File: src/rtl/buyruk_getir_birimi.sv
// Instruction fetch unit: owns the PC, reads combinational instruction memory and
// buffers fetched words in a small FIFO toward Decode, with redirect flush and fault capture.
module buyruk_getir_birimi #(
    parameter int unsigned          ADRES_BIT       = 32,
    parameter logic [ADRES_BIT-1:0] BASLANGIC_ADRES = 32'h8000_0000,
    parameter int unsigned          VERI_BIT        = 32,
    parameter int unsigned          BELLEK_BAYT     = 8192,
    parameter int unsigned          FIFO_DERINLIK   = 2
) (
    input  logic                 clk,
    input  logic                 rst,
    output logic [ADRES_BIT-1:0] bellek_adres,
    input  logic [VERI_BIT-1:0]  bellek_veri,
    input  logic                 yonlendir_gecerli,
    input  logic [ADRES_BIT-1:0] yonlendir_adres,
    output logic                 buyruk_gecerli,
    input  logic                 buyruk_hazir,
    output logic [VERI_BIT-1:0]  buyruk,
    output logic [ADRES_BIT-1:0] buyruk_pc,
    output logic                 buyruk_hata
);

    localparam int unsigned          PTR_BIT   = $clog2(FIFO_DERINLIK);
    localparam logic [PTR_BIT:0]     DOLU_SAYI = (PTR_BIT+1)'(FIFO_DERINLIK);
    localparam logic [ADRES_BIT:0]   PENCERE   = (ADRES_BIT+1)'(BELLEK_BAYT);
    localparam logic [ADRES_BIT-1:0] ADIM      = ADRES_BIT'(4);

    typedef enum logic [1:0] {
        BASLAT,
        GETIR,
        HATA_BEKLE
    } durum_t;

    durum_t               durum;
    logic [ADRES_BIT-1:0] pc;
    logic [PTR_BIT-1:0]   oku_ptr;
    logic [PTR_BIT-1:0]   yaz_ptr;
    logic [PTR_BIT:0]     sayac;

    logic [ADRES_BIT-1:0]     fifo_pc   [FIFO_DERINLIK];
    logic [VERI_BIT-1:0]      fifo_veri [FIFO_DERINLIK];
    logic [FIFO_DERINLIK-1:0] fifo_hata;

    logic                 bos;
    logic                 dolu;
    logic                 cek;
    logic                 atesle;
    logic                 pencere_ici;
    logic                 hatali;
    logic [ADRES_BIT:0]   pc_genis;
    logic [ADRES_BIT:0]   pc_fark;

    // Window test one bit wider than the address so neither compare nor subtract can overflow
    assign pc_genis    = {1'b0, pc};
    assign pc_fark     = pc_genis - {1'b0, BASLANGIC_ADRES};
    assign pencere_ici = (pc_genis >= {1'b0, BASLANGIC_ADRES}) && (pc_fark < PENCERE);
    assign hatali      = (pc[1:0] != 2'b00) || !pencere_ici;

    assign bos    = (sayac == '0);
    assign dolu   = (sayac == DOLU_SAYI);
    assign cek    = buyruk_gecerli && buyruk_hazir;
    assign atesle = (durum == GETIR) && !yonlendir_gecerli && (!dolu || cek);

    assign bellek_adres   = pc;
    assign buyruk_gecerli = !bos && !yonlendir_gecerli;
    assign buyruk         = buyruk_gecerli ? fifo_veri[oku_ptr] : '0;
    assign buyruk_pc      = buyruk_gecerli ? fifo_pc[oku_ptr]   : '0;
    assign buyruk_hata    = buyruk_gecerli ? fifo_hata[oku_ptr] : 1'b0;

    always_ff @(posedge clk or posedge rst) begin
        if (rst) begin
            durum   <= BASLAT;
            pc      <= BASLANGIC_ADRES;
            oku_ptr <= '0;
            yaz_ptr <= '0;
            sayac   <= '0;
        end else if (yonlendir_gecerli) begin
            pc      <= yonlendir_adres;
            oku_ptr <= '0;
            yaz_ptr <= '0;
            sayac   <= '0;
            durum   <= GETIR;
        end else begin
            if (cek)
                oku_ptr <= oku_ptr + PTR_BIT'(1);
            if (atesle)
                yaz_ptr <= yaz_ptr + PTR_BIT'(1);
            case ({atesle, cek})
                2'b10:   sayac <= sayac + (PTR_BIT+1)'(1);
                2'b01:   sayac <= sayac - (PTR_BIT+1)'(1);
                default: ;
            endcase
            case (durum)
                BASLAT: durum <= GETIR;
                GETIR: begin
                    if (atesle) begin
                        if (hatali)
                            durum <= HATA_BEKLE;
                        else
                            pc <= pc + ADIM;
                    end
                end
                HATA_BEKLE: ;
                default: durum <= BASLAT;
            endcase
        end
    end

    // Storage needs no reset: entries are only visible through the count
    always_ff @(posedge clk) begin
        if (atesle) begin
            fifo_pc[yaz_ptr]   <= pc;
            fifo_veri[yaz_ptr] <= hatali ? '0 : bellek_veri;
            fifo_hata[yaz_ptr] <= hatali;
        end
    end

endmodule

File: config.mk
export PLATFORM = sky130hd
export DESIGN_NAME = buyruk_getir_birimi
export DESIGN_NICKNAME = d
export VERILOG_FILES = /design/src/rtl/buyruk_getir_birimi.sv
export SDC_FILE = /design/constraint.sdc
export NUM_CORES = 1
export LEC_CHECK = 0
export CAP_MARGIN = 20
export CORE_MARGIN = 1.5
export CORE_UTILIZATION = 50
export DETAILED_ROUTE_END_ITERATION = 8
export GPL_TIMING_DRIVEN = 0
export PLACE_DENSITY_LB_ADDON = 0.3
export SLEW_MARGIN = 5
export SYNTH_ARGS = -nofsm -noshare
export SYNTH_HDL_FRONTEND = slang
export SYNTH_SLANG_ARGS = --single-unit
File: constraint.sdc
create_clock -name clk -period 8.4 [get_ports clk]
set_input_delay 2.52 -clock clk [delete_from_list [all_inputs] [get_ports clk]]
set_output_delay 2.52 -clock clk [all_outputs]
set_load 0.005 [all_outputs]
After elaboration in Yosys (flattened, before gate mapping)
Memories as Yosys holds them, arrays and structs flattened.
Cells that the tools add are included.
Word-level totals
  bits in registers: 40
  memory bits (writable): 128
  bits of input ports: 68
  output and inout bits: 98
  logic and storage cells: 74
  memories: 2
Memories
  fifo_pc: words 2, width 32, rd ports 1, clocked after memory_dff 0, write ports 1, RTL line 40  | logic [ADRES_BIT-1:0] fifo_pc [FIFO_DERINLIK];
  fifo_veri: words 2, width 32, rd ports 1, clocked after memory_dff 0, write ports 1, RTL line 41  | logic [VERI_BIT-1:0] fifo_veri [FIFO_DERINLIK];
Operators by class
  add/sub/neg operators: 6
  order comparisons: 5
  equal/unequal tests: 9
  mux-type cells: 25
  reduce and logical (&&, ||, !) cells: 21
Operators with widths (count)
  2-to-1 mux 32 bit: 7
  less-than comparator 33 x 14 -> 1 bit, second input constant: 1
  subtractor 32 x 32 -> 33 bit, second input constant: 1
  adder 32 x 3 -> 32 bit, second input constant: 1
  greater-or-equal comparator 32 bit, second input constant: 1
  2-to-1 mux 1 bit: 10
  2-to-1 mux 2 bit: 4
  nonzero test 2 bit: 4
  equality test 2 bit, second input constant: 3
  logical AND 1 bit: 6
  inequality test 3 bit, second input constant: 2
  case mux 2 bit (3 select lines): 1
  AND reduction 3 bit: 2
  equality test 2 x 1 -> 1 bit, second input constant: 2
  zero test 1 bit: 4
  zero test 2 bit: 2
  less-than comparator 1 x 2 -> 1 bit, second input constant: 2
  inequality test 2 bit, second input constant: 2
  case mux 2 bit (2 select lines): 1
  nonzero test 3 bit: 1
  adder 1 bit, second input constant: 2
  adder 2 x 1 -> 2 bit, second input constant: 1
  bitwise mux 2 bit: 1
  logical OR 1 bit: 2
  3 further kinds: 3

Logic depth before layout (Yosys ltp)
  depth after elaboration: 9
  depth in mapped cells: 6
  mapped depth without buffers: 5

Worst setup path before layout
Ideal clock, no wire load.
  kind: input to register
  from: input yonlendir_gecerli
  to: register fifo_hata[1] (enable)
  setup time: 581 ps
  arrival: 7703 ps
  required time: 7819 ps
  setup slack: 116 ps
  cell stages on the path: 2
  path buffers: 0
  cells stage by stage: or3b_1 > nor3b_1
On the way
  cells in the longest elaborated chain, start to end: 5
  elaborated cells on any way between the ends: 6
  those cells by class: reduce/logical: 6
RTL lines
  from (decl): RTL line 14  | input logic yonlendir_gecerli,
  zero test 1 bit (*): RTL line 62, 65
  logical AND 1 bit: RTL line 65  | assign buyruk_gecerli = !bos && !yonlendir_gecerli;
  logical AND 1 bit: RTL line 61  | assign cek = buyruk_gecerli && buyruk_hazir;
  logical OR 1 bit: RTL line 62  | assign atesle = (durum == GETIR) && !yonlendir_gecerli && (!dolu || cek);
  logical AND 1 bit (*): RTL line 62
  to (signal, indexed assignment): RTL line 114  | fifo_hata[yaz_ptr] <= hatali;
  to (decl): RTL line 42  | logic [FIFO_DERINLIK-1:0] fifo_hata;
Every way passes the cells marked *; elsewhere a longest branch is shown, timed or not.
A chain may end at the register's enable or synchronous reset.

Final worst setup path
  from: input yonlendir_gecerli
  to: output buyruk_pc[7]
On the way
  cells in the longest elaborated chain, start to end: 3
RTL lines
  zero test 1 bit: RTL line 65
  logical AND 1 bit: RTL line 65
  2-to-1 mux 32 bit: RTL line 67  | assign buyruk_pc = buyruk_gecerli ? fifo_pc[oku_ptr] : '0;
  to (decl): RTL line 19  | output logic [ADRES_BIT-1:0] buyruk_pc,
Every way passes these cells.

==> qor.yml <==
outcome:
  status: "finished clean"
finish:
  stdcell_count: 909
  register_area_um2: 4860
  drive_above_1_share_pct: 8.50
  post-route-util_pct: 70.4
  syn_to_final_growth_pct: 37.1
  antennaDiodeCount: 0
  nNetsFinal: 786
  nFillCells: 963
  stdcell_area_um2: 9780
  multi_input_area_um2: 2130
timing:
  slew_viol_final: 0
  post-route-period-util_pct: 94.6
  clock.fmax_mhz: 126
  slew_headroom_pct: 40.5
  hold_viol: 0
  finalSetupViolations: 0
  tightest_slew_ns: 0.891
  tns_ns: 0
  clock_skew_ns: 0.00671
  period_needed_ns: 7.94
  rsz0062_at_grt: "no"
yosys:
  syn_area_um2: 7130
  syn_area_per_cell_um2: 13.8
  synth_top_area_share_pct: 54.7
  syn_inst: 518
  ys.flop_type: "edfxtp_1"
  synth_edf_count: 130
  ys_async_sr_fraction_pct: 22.6
  ys.warnings.count: 0
  synth-seq-area-share_pct: 68.1
  synthesis.nets: 588
  yosys_register_bits: 168
  netlist_top_cells_area: "edfxtp_1 (55%), dfrtp_1 (13%), mux2i_1 (9.1%)"
  yosysTopAreaCell: "edfxtp_1"
  synth.most_common_cell: "edfxtp_1"
  ys_top_cells_by_count: "edfxtp_1 (130), nor2_1 (80), mux2i_1 (65)"
  synth.distinct_cells: 47
global_routing:
  antenna_found_initial: 0
  track_usage_pct: 24.3
  grt_max_degree: 39
  overflow: 0
  grt_pass1_wl_um: 27000
  grt_pass1_vias: 5138
cts:
  clockBufferDepth: 2
  clockRootBuffer: "clkbuf_16"
  path_clk_slew_ns: 0.06
  cts_tree: "yes"
  hold_buffers: 0
  htree_levels: 4
  worstSkewPairLatency_ns: 0.43
  cts_post_setup_buffers_inserted: 0
  clock-sinks: 168
  numCtsBuffers: 17
  ctsResizeCount: 0
worst_setup_path:
  reg2reg_depth: 5
  max_stage_delay_ns: 0.53
  cp.required_ns: 5.88
  cp_slowest_cell: "clkdlybuf4s50_1"
  crit_top_cell: "clkbuf_1"
  cp_data_arrival_time_ns: 5.42
  worst-path-max-fanout: 10
  endpoint_kind: "output port"
  crit_type: "input port to output port"
  startpoint_type: "input port"
  crit_chain: "clkdlybuf4s50_1 > clkbuf_1 > inv_1 > o21ai_1 > clkbuf_1 > clkbuf_1 > nor2_1 > clkdlybuf4s50_1"
detailed_routing:
  via_per_inst: 5.59
  wl_per_cell_um: 19.3
  num_vias: 5085
  drtIter0Drc: 455
  wl_um: 17500
  post-route-drc-count: 0
  drt_first_pass_iters: 7
  ant_nets: 0
power_and_ir_drop:
  p_leak_nw: 3.44
  vdd_drop_max_v: 0.000123
  p_per_area_nw_per_um2: 216
  total_power_mw: 2.11
job:
  cap_violations: 0
placed_design:
  hpwl_um: 12300
  placed_cells: 877
  gp_congestion: 0.889
  port_buffers: 165
  dpl_cell_area_um2: 9180
hold_path:
  hp-class: "flip-flop to flip-flop"
  holdPathStages: 0
floorplan:
  ios: 166
  num_rows: 43
  core_um2: 13900
  die_w_um: 122
  initial_utilization_pct: 51.4
  dieArea_um2: 15000
  die_h_um: 122
metal layers:
layer	vias to the layer above	global-route usage [%]	share of wire, %	routed length, um
met2	192	39.5	50	8720
met3	32	5.72	5.8	1010
met4	0	10.5	2.5	432
li1	2338	-	-	-
met1	2523	31.4	42	7360
met5	-	0	0	0
kinds of logic after synthesis:
logic type / Yosys count / share of synthesized area [%]
and+or+nand+nor: 176 / 12.6
DFF: 168 / 68.1
muxes: 85 / 12.3
AOI/OAI and AO/OA: 44 / 4.25
buffers and inverters: 41 / 2.16
xor gates and xnor gates: 2 / 0.246
adders and majority gates: 2 / 0.351
power breakdown:
part           switching [mW]  internal [mW]
clock                   0.300          0.482
sequential             0.0430          0.972
combinational           0.145          0.167
total                   0.487           1.62
worst paths after layout:
| check | start | endpoint | slack (ns) |
|---|---|---|---|
| min in group asynchronous | rst | bellek_adres[27]$_DFFE_PP0P_ | 2.63 |
| max reg2reg | bellek_adres[31]$_DFFE_PP1P_ | fifo_veri[0][29]$_DFFE_PP_ | 5.87 |
| min | bellek_adres[14]$_DFFE_PP0P_ | fifo_pc[0][14]$_DFFE_PP_ | 0.51 |
| min reg2reg | bellek_adres[14]$_DFFE_PP0P_ | fifo_pc[0][14]$_DFFE_PP_ | 0.51 |
| max in group asynchronous | rst | durum[1]$_DFFE_PP0P_ | 5.21 |
| max | yonlendir_gecerli | buyruk_pc[7] | 0.46 |
flip-flops by register name (all words and copies together), names as in the netlist:
name and count:
durum 2, bellek_adres 32, fifo_pc 64, oku_ptr 1, fifo_hata 2, yaz_ptr 1
sayac 2, fifo_veri 64
metrics by stage:
step,worst slack [ns],hold WS (ns)
final,0.457,0.514
after global routing,0.252,0.546
after CTS,0.440,0.518
after global placement,-2.89,0.499
after detailed placement,0.468,0.504
after floorplan,0.116,0.491
final cells by class:
cell class | count | area share, %
Buffer | 33 | 1.27
Clock buffer | 24 | 4.83
Clock inverter | 8 | 1.24
Inverter | 8 | 0.307
Multi-Input combinational cell | 309 | 21.8
Sequential cell | 168 | 49.7
Tap cell | 180 | 2.30
Timing Repair Buffer | 179 | 18.6
critical path, delay by kind of cell:
| family | cells | cell delay [ns] |
|---|---|---|
| and+or+nand+nor | 1 | 0.11 |
| buffers and inverters | 6 | 2.57 |
| AOI/OAI and AO/OA | 1 | 0.22 |
cell usage in the layout, fill, tap and decap left out, types with 4 or more instances in the layout:
cell and count:
nand2_1 6, nor4_1 5, nand4_1 9, buf_8 4
nor3_1 4, a21oi_1 5, nand3_1 10, nand2b_1 4
o31ai_1 8, mux2_2 16, and3_1 33, clkbuf_16 17
buf_1 5, buf_6 8, mux2_1 4, nor2_1 80
o21ai_0 7, a211oi_1 4, inv_1 7, clkdlybuf4s50_1 165
clkbuf_1 33, mux2i_1 65, nor2b_1 8, dfrtp_1 37
a31oi_1 4, edfxtp_1 130
(Power assumes the default switching activity.)
